File: src/rtl/wb_arbiter_2m.sv
// -----------------------------------------------------------------------------
// wb_arbiter_2m
//
// Two-master to one-slave Wishbone classic (B3) arbiter. M0 is the CPU
// instruction-fetch master and M1 the data master. Ownership is granted
// round-robin and held for as long as the owner keeps CYC asserted, so
// multi-beat and read-modify-write sequences are never split. A watchdog
// ends any strobed access that the slave leaves unanswered for TIMEOUT
// cycles by returning ERR to the owner.
//
// Ports:
//   i_clk, i_reset_n              clock, asynchronous active-low reset
//   i_mX_cyc/stb/we/addr/data/sel master X request (X = 0, 1)
//   o_mX_data/ack/err             master X response
//   o_s_cyc/stb/we/addr/data/sel  request towards the shared slave
//   i_s_data/ack/err              slave response
//   o_grant                       one-hot owner (01 = M0, 10 = M1, 00 = none)
// -----------------------------------------------------------------------------
module wb_arbiter_2m #(
    parameter int AW      = 32,
    parameter int DW      = 32,
    parameter int TIMEOUT = 255
) (
    input  logic            i_clk,
    input  logic            i_reset_n,

    input  logic            i_m0_cyc,
    input  logic            i_m0_stb,
    input  logic            i_m0_we,
    input  logic [AW-1:0]   i_m0_addr,
    input  logic [DW-1:0]   i_m0_data,
    input  logic [DW/8-1:0] i_m0_sel,
    output logic [DW-1:0]   o_m0_data,
    output logic            o_m0_ack,
    output logic            o_m0_err,

    input  logic            i_m1_cyc,
    input  logic            i_m1_stb,
    input  logic            i_m1_we,
    input  logic [AW-1:0]   i_m1_addr,
    input  logic [DW-1:0]   i_m1_data,
    input  logic [DW/8-1:0] i_m1_sel,
    output logic [DW-1:0]   o_m1_data,
    output logic            o_m1_ack,
    output logic            o_m1_err,

    output logic            o_s_cyc,
    output logic            o_s_stb,
    output logic            o_s_we,
    output logic [AW-1:0]   o_s_addr,
    output logic [DW-1:0]   o_s_data,
    output logic [DW/8-1:0] o_s_sel,
    input  logic [DW-1:0]   i_s_data,
    input  logic            i_s_ack,
    input  logic            i_s_err,

    output logic [1:0]      o_grant
);

    // The counter holds the number of stalled cycles already seen, so it
    // never has to represent more than TIMEOUT-1.
    localparam int            CW    = $clog2(TIMEOUT);
    localparam logic [CW-1:0] LIMIT = CW'(TIMEOUT - 1);

    typedef enum logic [1:0] {
        IDLE = 2'd0,
        OWN0 = 2'd1,
        OWN1 = 2'd2,
        TOUT = 2'd3
    } state_t;

    state_t        state_q, state_d;
    logic          last_q, last_d;      // 0: M0 owned last, 1: M1 owned last
    logic [CW-1:0] count_q, count_d;

    // Owner's CYC/STB; only meaningful in OWN0/OWN1.
    logic own_cyc;
    logic own_stb;
    logic stalled;

    assign own_cyc = (state_q == OWN0) ? i_m0_cyc : i_m1_cyc;
    assign own_stb = (state_q == OWN0) ? i_m0_stb : i_m1_stb;
    assign stalled = own_stb && !i_s_ack && !i_s_err;

    // -------------------------------------------------------------------------
    // State register
    // -------------------------------------------------------------------------
    // NOTE: sequential state uses non-blocking assignments so every register
    // samples the pre-edge values, independent of process ordering.
    always_ff @(posedge i_clk or negedge i_reset_n) begin
        if (!i_reset_n) begin
            state_q <= IDLE;
            last_q  <= 1'b1;          // M0 wins the first tie after reset
            count_q <= '0;
        end else begin
            state_q <= state_d;
            last_q  <= last_d;
            count_q <= count_d;
        end
    end

    // -------------------------------------------------------------------------
    // Next-state logic
    // -------------------------------------------------------------------------
    // NOTE: every signal assigned here gets a default first, so no path
    // leaves a value unassigned and no latch is inferred.
    always_comb begin
        state_d = state_q;
        last_d  = last_q;
        count_d = '0;

        case (state_q)
            IDLE: begin
                // On a tie, grant the master that did not own the bus last.
                if (i_m0_cyc && (!i_m1_cyc || last_q)) begin
                    state_d = OWN0;
                    last_d  = 1'b0;
                end else if (i_m1_cyc) begin
                    state_d = OWN1;
                    last_d  = 1'b1;
                end
            end

            OWN0, OWN1: begin
                // Releasing CYC wins over a watchdog expiry in the same cycle.
                if (!own_cyc) begin
                    state_d = IDLE;
                end else if (stalled) begin
                    if (count_q == LIMIT) begin
                        state_d = TOUT;
                    end else begin
                        count_d = count_q + CW'(1);
                    end
                end
            end

            TOUT:    state_d = IDLE;
            default: state_d = IDLE;
        endcase
    end

    // -------------------------------------------------------------------------
    // Output logic: pure function of state plus the owner's / slave's signals.
    // The non-owner never sees anything, which also rules out any path from
    // one master's inputs to the other master's outputs.
    // -------------------------------------------------------------------------
    always_comb begin
        o_s_cyc   = 1'b0;
        o_s_stb   = 1'b0;
        o_s_we    = 1'b0;
        o_s_addr  = '0;
        o_s_data  = '0;
        o_s_sel   = '0;
        o_m0_data = '0;
        o_m0_ack  = 1'b0;
        o_m0_err  = 1'b0;
        o_m1_data = '0;
        o_m1_ack  = 1'b0;
        o_m1_err  = 1'b0;
        o_grant   = 2'b00;

        case (state_q)
            OWN0: begin
                o_s_cyc   = i_m0_cyc;
                o_s_stb   = i_m0_stb;
                o_s_we    = i_m0_we;
                o_s_addr  = i_m0_addr;
                o_s_data  = i_m0_data;
                o_s_sel   = i_m0_sel;
                o_m0_data = i_s_data;
                o_m0_ack  = i_s_ack;
                o_m0_err  = i_s_err;
                o_grant   = 2'b01;
            end

            OWN1: begin
                o_s_cyc   = i_m1_cyc;
                o_s_stb   = i_m1_stb;
                o_s_we    = i_m1_we;
                o_s_addr  = i_m1_addr;
                o_s_data  = i_m1_data;
                o_s_sel   = i_m1_sel;
                o_m1_data = i_s_data;
                o_m1_ack  = i_s_ack;
                o_m1_err  = i_s_err;
                o_grant   = 2'b10;
            end

            // The slave is cut off; a late ACK/ERR is not forwarded. The
            // synthetic ERR goes to whoever owned the bus (last_q).
            TOUT: begin
                if (last_q) begin
                    o_m1_err = 1'b1;
                end else begin
                    o_m0_err = 1'b1;
                end
            end

            default: ;
        endcase
    end

endmodule

File: config.mk
export PLATFORM = sky130hd
export DESIGN_NAME = wb_arbiter_2m
export DESIGN_NICKNAME = d
export VERILOG_FILES = /design/src/rtl/wb_arbiter_2m.sv
export SDC_FILE = /design/constraint.sdc
export NUM_CORES = 1
export LEC_CHECK = 0
export ABC_AREA = 1
export BUFFER_PORTS_ARGS = -buffer_cell sky130_fd_sc_hd__buf_4
export CAP_MARGIN = 20
export CORE_AREA = 2 2 124 126
export DETAILED_ROUTE_END_ITERATION = 8
export DIE_AREA = 0 0 126 128
export PLACE_DENSITY = 0.56
export SLEW_MARGIN = 30
export SYNTH_ARGS = -nofsm -noshare
export SYNTH_HDL_FRONTEND = slang
export SYNTH_SLANG_ARGS = --single-unit
export TNS_END_PERCENT = 30
File: constraint.sdc
create_clock -name i_clk -period 2.2 [get_ports i_clk]
set_clock_uncertainty 0.05 [all_clocks]
set_input_delay 0.66 -clock i_clk [delete_from_list [all_inputs] [get_ports i_clk]]
set_output_delay 0.66 -clock i_clk [all_outputs]
set_load 0.03 [all_outputs]
==> impl_metrics.toml, run 1 <==
[power_and_ir_drop]
power.density_nw_per_um2 = 1450
power.clock.fraction_pct = 3.4
netSwitchingPower_w = 0.00530
power_leakage_nw = 3.48
internal_power_w = 0.00447
irDropWorstVdd_mv = 0.577
combinationalPowerShare_pct = 93.9
seqPwrFrac_pct = 2.7
switching_share_pct = 54.2

[timing]
fin_crit_ns = 2.34
worst_slew_pin_slew_ns = 0.264
timing.fmax_mhz = 427
fraction_of_the_cycle_the_final_worst_path_needs_pct = 106
drv_slew = 0
final_report_hold_violation_count = 0
setup_viol = 109
rsz0062_at_grt = "yes"
max-slew-margin-rel_pct = 82.3
layout_setup_ws_ns = -0.142

[floorplan]
die_w_um = 126
start_util_pct = 15.5
die_h_um = 128
std_cell_rows = 45
core_region_area_sq_um = 14900
floorplan.die_area_sq_um = 16100
io_count = 319

[cells_and_area]
post-route-util_pct = 45.3
fin_nets = 999
area_growth_syn_to_layout_pct = 193
n_antenna_cell = 0
layout-drive-gt1-share_pct = 63.4
fin_cells = 999

[detailed_routing]
route.antenna.remaining_nets = 0
post_drt_wl_per_cell_um = 15.2
vias = 4078
firstDrtPassIters = 4
initialDrtViolationCount = 109
post-route-drc-count = 0
wl_mm = 15.2
vias_per_cell = 4.08

[clock_tree]
cts-root-buf = "clkbuf_16"
clk_latency_ns = 0.24
cts_inserted_buffers = 3
max-clock-path-buffers = 2
postCtsHoldBufs = 0
cts_htree_levels = 1
path_clk_slew_ns = 0.05
clock_sink_count = 11
tritoncts_clock_tree = "built"

[synth]
synthesis.area_sq_um = 2300
ys_top_cells_by_count = "234 x nand2_1, 79 x inv_1, 72 x a21oi_1"
synth_warnings = 0
ys_seq_area_share_pct = 12.0
post_synth.cell_area_avg_sq_um = 4.82
synth.top_cells.by_area = "nand2_1 38%, a21oi_1 16%, inv_1 13%"
synth.top_cell.area_share_pct = 38.2
synth-edff-count = 0
synthCells = 477
synth_flop_type = "dfrtp_1"
ys_seq_elements = 11
post-synth-top-area-cell = "nand2_1"
post_synth_net_total = 664
most_frequently_used_cell_type_in_the_post_synthesis_netlist = "nand2_1"
yosysUniqueCellTypes = 21
synth-async-reset-ratio_pct = 100

[worst_setup_path]
crit_fanout = 18
worst_r2r_path_depth = 10
worstSetupEndpointType = "primary output"
worstPathArrival_ns = 1.63
worstSetupPathType = "register to primary output"
crit_path_start_kind = "register"
crit_required_ns = 1.49

[run_status]
failed_checks = "negative setup slack"
outcome = "finished with violations"

[placement]
numPortBuffers = 318
finalWeightedCongestion = 0.833
detailed_place_hpwl_mm = 10.9
numPlacedInstances = 970

[global_routing]
globalRouteTotalUtil_pct = 16.1
grt_start_max_net_pins = 36
globalRoute.totalOverflow = 0
via_count_of_the_first_global_routing_pass = 3718
grt_pass1_wl_mm = 20.9
grt_antenna_before_repair = 0

[hold_path]
holdCritPathClass = "primary input to asynchronous set/reset pin"

[run]
timing.max_cap.violations = 0
-- layout by cell type (no fill, tap or decap), types with 5 or more instances in the layout --
cell type	synthesis	final
buf_16	0	5
dfrtp_1	10	10
nand2_1	234	186
ha_1	9	6
nand2_2	2	48
buf_6	0	136
buf_12	0	11
nor2_1	16	16
a21oi_2	0	40
inv_2	4	18
buf_4	1	200
inv_1	79	64
a21oi_4	0	31
clkbuf_16	0	7
nand3_1	7	7
-- cell type report --
class | instances | area [sq um]
clock buffer | 3 | 75.1
multi-input combinational | 352 | 2240
inverter | 83 | 317
clock inverter | 1 | 5.00
fill | 1540 | 8130
sequential | 11 | 277
timing repair buffer | 361 | 3580
tap | 188 | 235
-- stage by stage --
step	area, sq um	hold WS (ns)	setup TNS [ns]	total power [W]	setup WS [ns]
2_1_floorplan	2650	0.314	-4.75	0.00451	-0.150
3_3_place_gp	5380	0.427	0	0.00708	0.0895
3_5_place_dp	5380	0.430	0	0.00707	0.105
4_1_cts	6220	0.201	-8.19	0.00925	-0.132
5_1_grt	6740	0.209	-17.10	0.0103	-0.185
6_report	6740	0.196	-9.74	0.00978	-0.142
-- timing repair --
item / 4_1_cts / 5_1_grt
gates resized for setup: 124 / 133
gates cloned: 7 / 6
setup buffers: 11 / 4
endpoints found under the setup margin: 92 / 131
pin swaps: 5 / 5
-- power by group through the flow --
stage	clock [W]	combinational (W)	sequential (W)
3_3_place_gp	0	0.00682	0.000259
6_report	0.000336	0.00918	0.000265
5_1_grt	0.000351	0.00968	0.000269
3_5_place_dp	0	0.00681	0.000259
2_1_floorplan	0	0.00424	0.000268
4_1_cts	0.000344	0.00864	0.000261
-- worst max-delay path, cell delays in order, from the launching register on --
cell and delay, ns:
dfrtp_1 0.39, inv_2 0.12, ha_4 0.17, buf_4 0.12, buf_12 0.14, nand2_1 0.12, a21oi_4 0.18, buf_6 0.15
-- logic make-up (layout without fill, tap and decap cells) --
group / count (synthesis) / in the layout / synth area share [%]
AOI/OAI and AO/OA: 77 / 77 / 16.8
and+or+nand+nor: 264 / 264 / 45.9
adders and majority gates: 9 / 9 / 4.90
xor gates and xnor gates: 2 / 2 / 0.762
buffers and inverters: 114 / 448 / 19.6
DFF: 11 / 11 / 12.0
-- sequential cells by signal, indices dropped and copies added, names as in the netlist --
| register | count |
|---|---|
| count_q | 8 |
| state_q | 2 |
| last_q | 1 |
-- worst paths after layout --
kind | from | to | slack [ns]
max | state_q[1] | o_s_data[15] | -0.14
min | i_reset_n | count_q[0] | 0.20
max reg2reg | state_q[1] | state_q[1] | 0.42
min reg2reg | count_q[0] | count_q[0] | 0.43
max in group asynchronous | i_reset_n | last_q | 1.67
min in group i_clk | count_q[0] | count_q[0] | 0.43
-- metal layers --
metal  track usage [%]  wire (um)  up-vias
met2              29.9       8140      159
met5                 0          0        -
met3              2.34        774        5
li1                  -          -     2085
met4              1.36         42        0
met1              20.4       6260     1829
(Power assumes the default switching activity.)
==> run 2, diff against run 1 <==
--- a/config.mk
+++ b/config.mk
@@ -8,10 +8,11 @@
 export ABC_AREA = 1
 export BUFFER_PORTS_ARGS = -buffer_cell sky130_fd_sc_hd__buf_4
 export CAP_MARGIN = 20
-export CORE_AREA = 2 2 124 126
+export CORE_AREA = 2 2 123 125
 export DETAILED_ROUTE_END_ITERATION = 8
-export DIE_AREA = 0 0 126 128
-export PLACE_DENSITY = 0.56
+export DIE_AREA = 0 0 125 127
+export PLACE_DENSITY = 0.58
+export REMOVE_ABC_BUFFERS = 1
 export SLEW_MARGIN = 30
 export SYNTH_ARGS = -nofsm -noshare
 export SYNTH_HDL_FRONTEND = slang
==> constraint.sdc (replaced) <==
create_clock -name i_clk -period 2.04 [get_ports i_clk]
set_clock_uncertainty 0.05 [all_clocks]
set_input_delay 0.612 -clock i_clk [delete_from_list [all_inputs] [get_ports i_clk]]
set_output_delay 0.612 -clock i_clk [all_outputs]
set_load 0.03 [all_outputs]
==> run 2 against run 1 <==
  * The flow still finishes with violations (negative setup slack)
  * Sequential cell count unchanged
  * Sequential share of layout area increased by 0.21 points
  * Worst hold slack got worse by 0.040 ns
  * Final cell count increased by 0.30%
  * Cell area decreased by 4.8%
  * Largest power group unchanged
==> impl_metrics.toml, run 2 (synthesis results as in run 1) <==
[worst_setup_path]
crit_required_ns = 1.38
worst_r2r_path_depth = 13
crit_reg_reg_endpoint = "state_q[1]"
worstSetupPathType = "register to primary output"
worstPathArrival_ns = 1.66
worstSetupEndpointType = "primary output"
reg2reg_slack_ns = 0.17
regToRegStartpoint = "state_q[0]"
crit_path_start_kind = "register"
crit_fanout = 5

[floorplan]
std_cell_rows = 44
floorplan.die_area_sq_um = 15900
start_util_pct = 15.9
core_region_area_sq_um = 14400
die_w_um = 125
io_count = 319
die_h_um = 127

[clock_tree]
cts_inserted_buffers = 3
clock_sink_count = 11
clk_latency_ns = 0.24
cts_htree_levels = 1
cts-root-buf = "clkbuf_16"
tritoncts_clock_tree = "built"
max-clock-path-buffers = 2
path_clk_slew_ns = 0.04
postCtsHoldBufs = 0

[run_status]
failed_checks = "negative setup slack"
outcome = "finished with violations"

[detailed_routing]
post-route-drc-count = 0
vias_per_cell = 4.20
route.antenna.remaining_nets = 0
wl_mm = 16.5
initialDrtViolationCount = 122
vias = 4212
firstDrtPassIters = 5
post_drt_wl_per_cell_um = 16.5

[hold_path]
holdCritPathClass = "primary input to asynchronous set/reset pin"

[cells_and_area]
design_area_sq_um = 6410
fin_nets = 1006
biggest_register = "count_q"
area_growth_syn_to_layout_pct = 179
final_cell_mix = "233 x buf_4, 193 x nand2_1, 110 x buf_6, 62 x inv_1, 38 x a21oi_2"
largest_registers_ranked_by_flip_flop_count = "count_q x8, state_q x2, last_q x1"
layout-drive-gt1-share_pct = 59.5
layout.cells.most_common = "buf_4"
largest_reg_flops = 8
n_antenna_cell = 0

[placement]
detailed_place_hpwl_mm = 11.5
numPortBuffers = 318
dpl_cell_area_sq_um = 5090
finalWeightedCongestion = 0.801

[timing]
setup_viol = 139
worst_slew_pin_slew_ns = 0.231
drv_slew = 0
max-slew-margin-rel_pct = 84.6
layout_setup_ws_ns = -0.284
rsz0062_at_grt = "yes"
fraction_of_the_cycle_the_final_worst_path_needs_pct = 114
timing.fmax_mhz = 430
fin_crit_ns = 2.32
final_report_hold_violation_count = 0

[power_and_ir_drop]
internal_power_w = 0.00436
combinationalPowerShare_pct = 93.4
irDropWorstVdd_mv = 1.09
power.clock.fraction_pct = 3.7
power.density_nw_per_um2 = 1520
finalPower_w = 0.00972
switching_share_pct = 55.2
seqPwrFrac_pct = 3.0
netSwitchingPower_w = 0.00536
power_leakage_nw = 3.53

[run]
timing.max_cap.violations = 0

[global_routing]
grt_start_max_net_pins = 34
grt_pass1_wl_mm = 21.5
globalRoute.totalOverflow = 0
via_count_of_the_first_global_routing_pass = 3887
grt_antenna_before_repair = 0
globalRouteTotalUtil_pct = 16.9
==> run 2: timing repair <==
item                                   4_1_cts  5_1_grt
gates resized for setup                     51      188
setup endpoints to repair                  139      148
endpoints found under the hold margin        0        0
setup buffers                                4       12
cloned                                       3       11
pin swaps                                    9       25
==> run 2: worst max-delay path by stage <==
| stage | from | end | slack [ns] | depth (start not counted) |
|---|---|---|---|---|
| global placement | state_q[1] | o_s_data[7] | -0.18 | 6 |
| floorplan | state_q[1] | o_s_stb | -1.75 | 4 |
| CTS | state_q[0] | o_s_data[24] | -0.30 | 6 |
| global route | state_q[1] | o_s_data[19] | -0.37 | 7 |
| detailed placement | state_q[1] | o_s_data[31] | -0.18 | 6 |
| finish | state_q[0] | o_s_addr[6] | -0.28 | 7 |
==> run 2: power by group through the flow <==
stage,Sequential [W],Clock [W],Combinational (W)
global route,0.000296,0.000374,0.00959
CTS,0.000286,0.000369,0.00744
global placement,0.000283,0,0.00682
finish,0.000290,0.000356,0.00907
floorplan,0.000289,0,0.00382
detailed placement,0.000284,0,0.00683
==> run 2: metal layers <==
| metal | track usage (%) | part of all wire [%] | vias up | wire [um] |
|---|---|---|---|---|
| met1 | 18.9 | 39 | 1922 | 6430 |
| met3 | 2.72 | 5.9 | 8 | 971 |
| met5 | 0 | 0 | - | 0 |
| met2 | 34.4 | 55 | 185 | 9030 |
| met4 | 1.37 | 0.57 | 0 | 95 |
| li1 | - | - | 2097 | - |
==> run 2: per-stage QoR <==
step	TNS (ns)	util [%]	instances	hold slack (ns)	worst slack, ns
floorplan	-222.00	-	446	0.266	-1.75
detailed placement	-1.44	35.3	971	0.411	-0.184
CTS	-27.78	38.1	982	0.158	-0.296
finish	-27.52	44.4	1002	0.156	-0.284
global route	-35.84	44.4	1002	0.166	-0.366
global placement	-0.903	35.3	971	0.408	-0.183
==> run 2: cell type report <==
type	instances	area, sq um
Fill cell	1482	8010
Inverter	83	314
Sequential cell	11	277
Multi-Input combinational cell	352	1980
Tap cell	184	230
Clock buffer	4	78.8
Timing Repair Buffer	368	3530
==> run 2: worst max-delay path: stages (launching register included) <==
cell and delay (ns):
dfrtp_1 0.40, inv_2 0.11, ha_4 0.24, buf_12 0.15, clkbuf_16 0.16, nand2_2 0.06
a21oi_2 0.14, buf_6 0.15
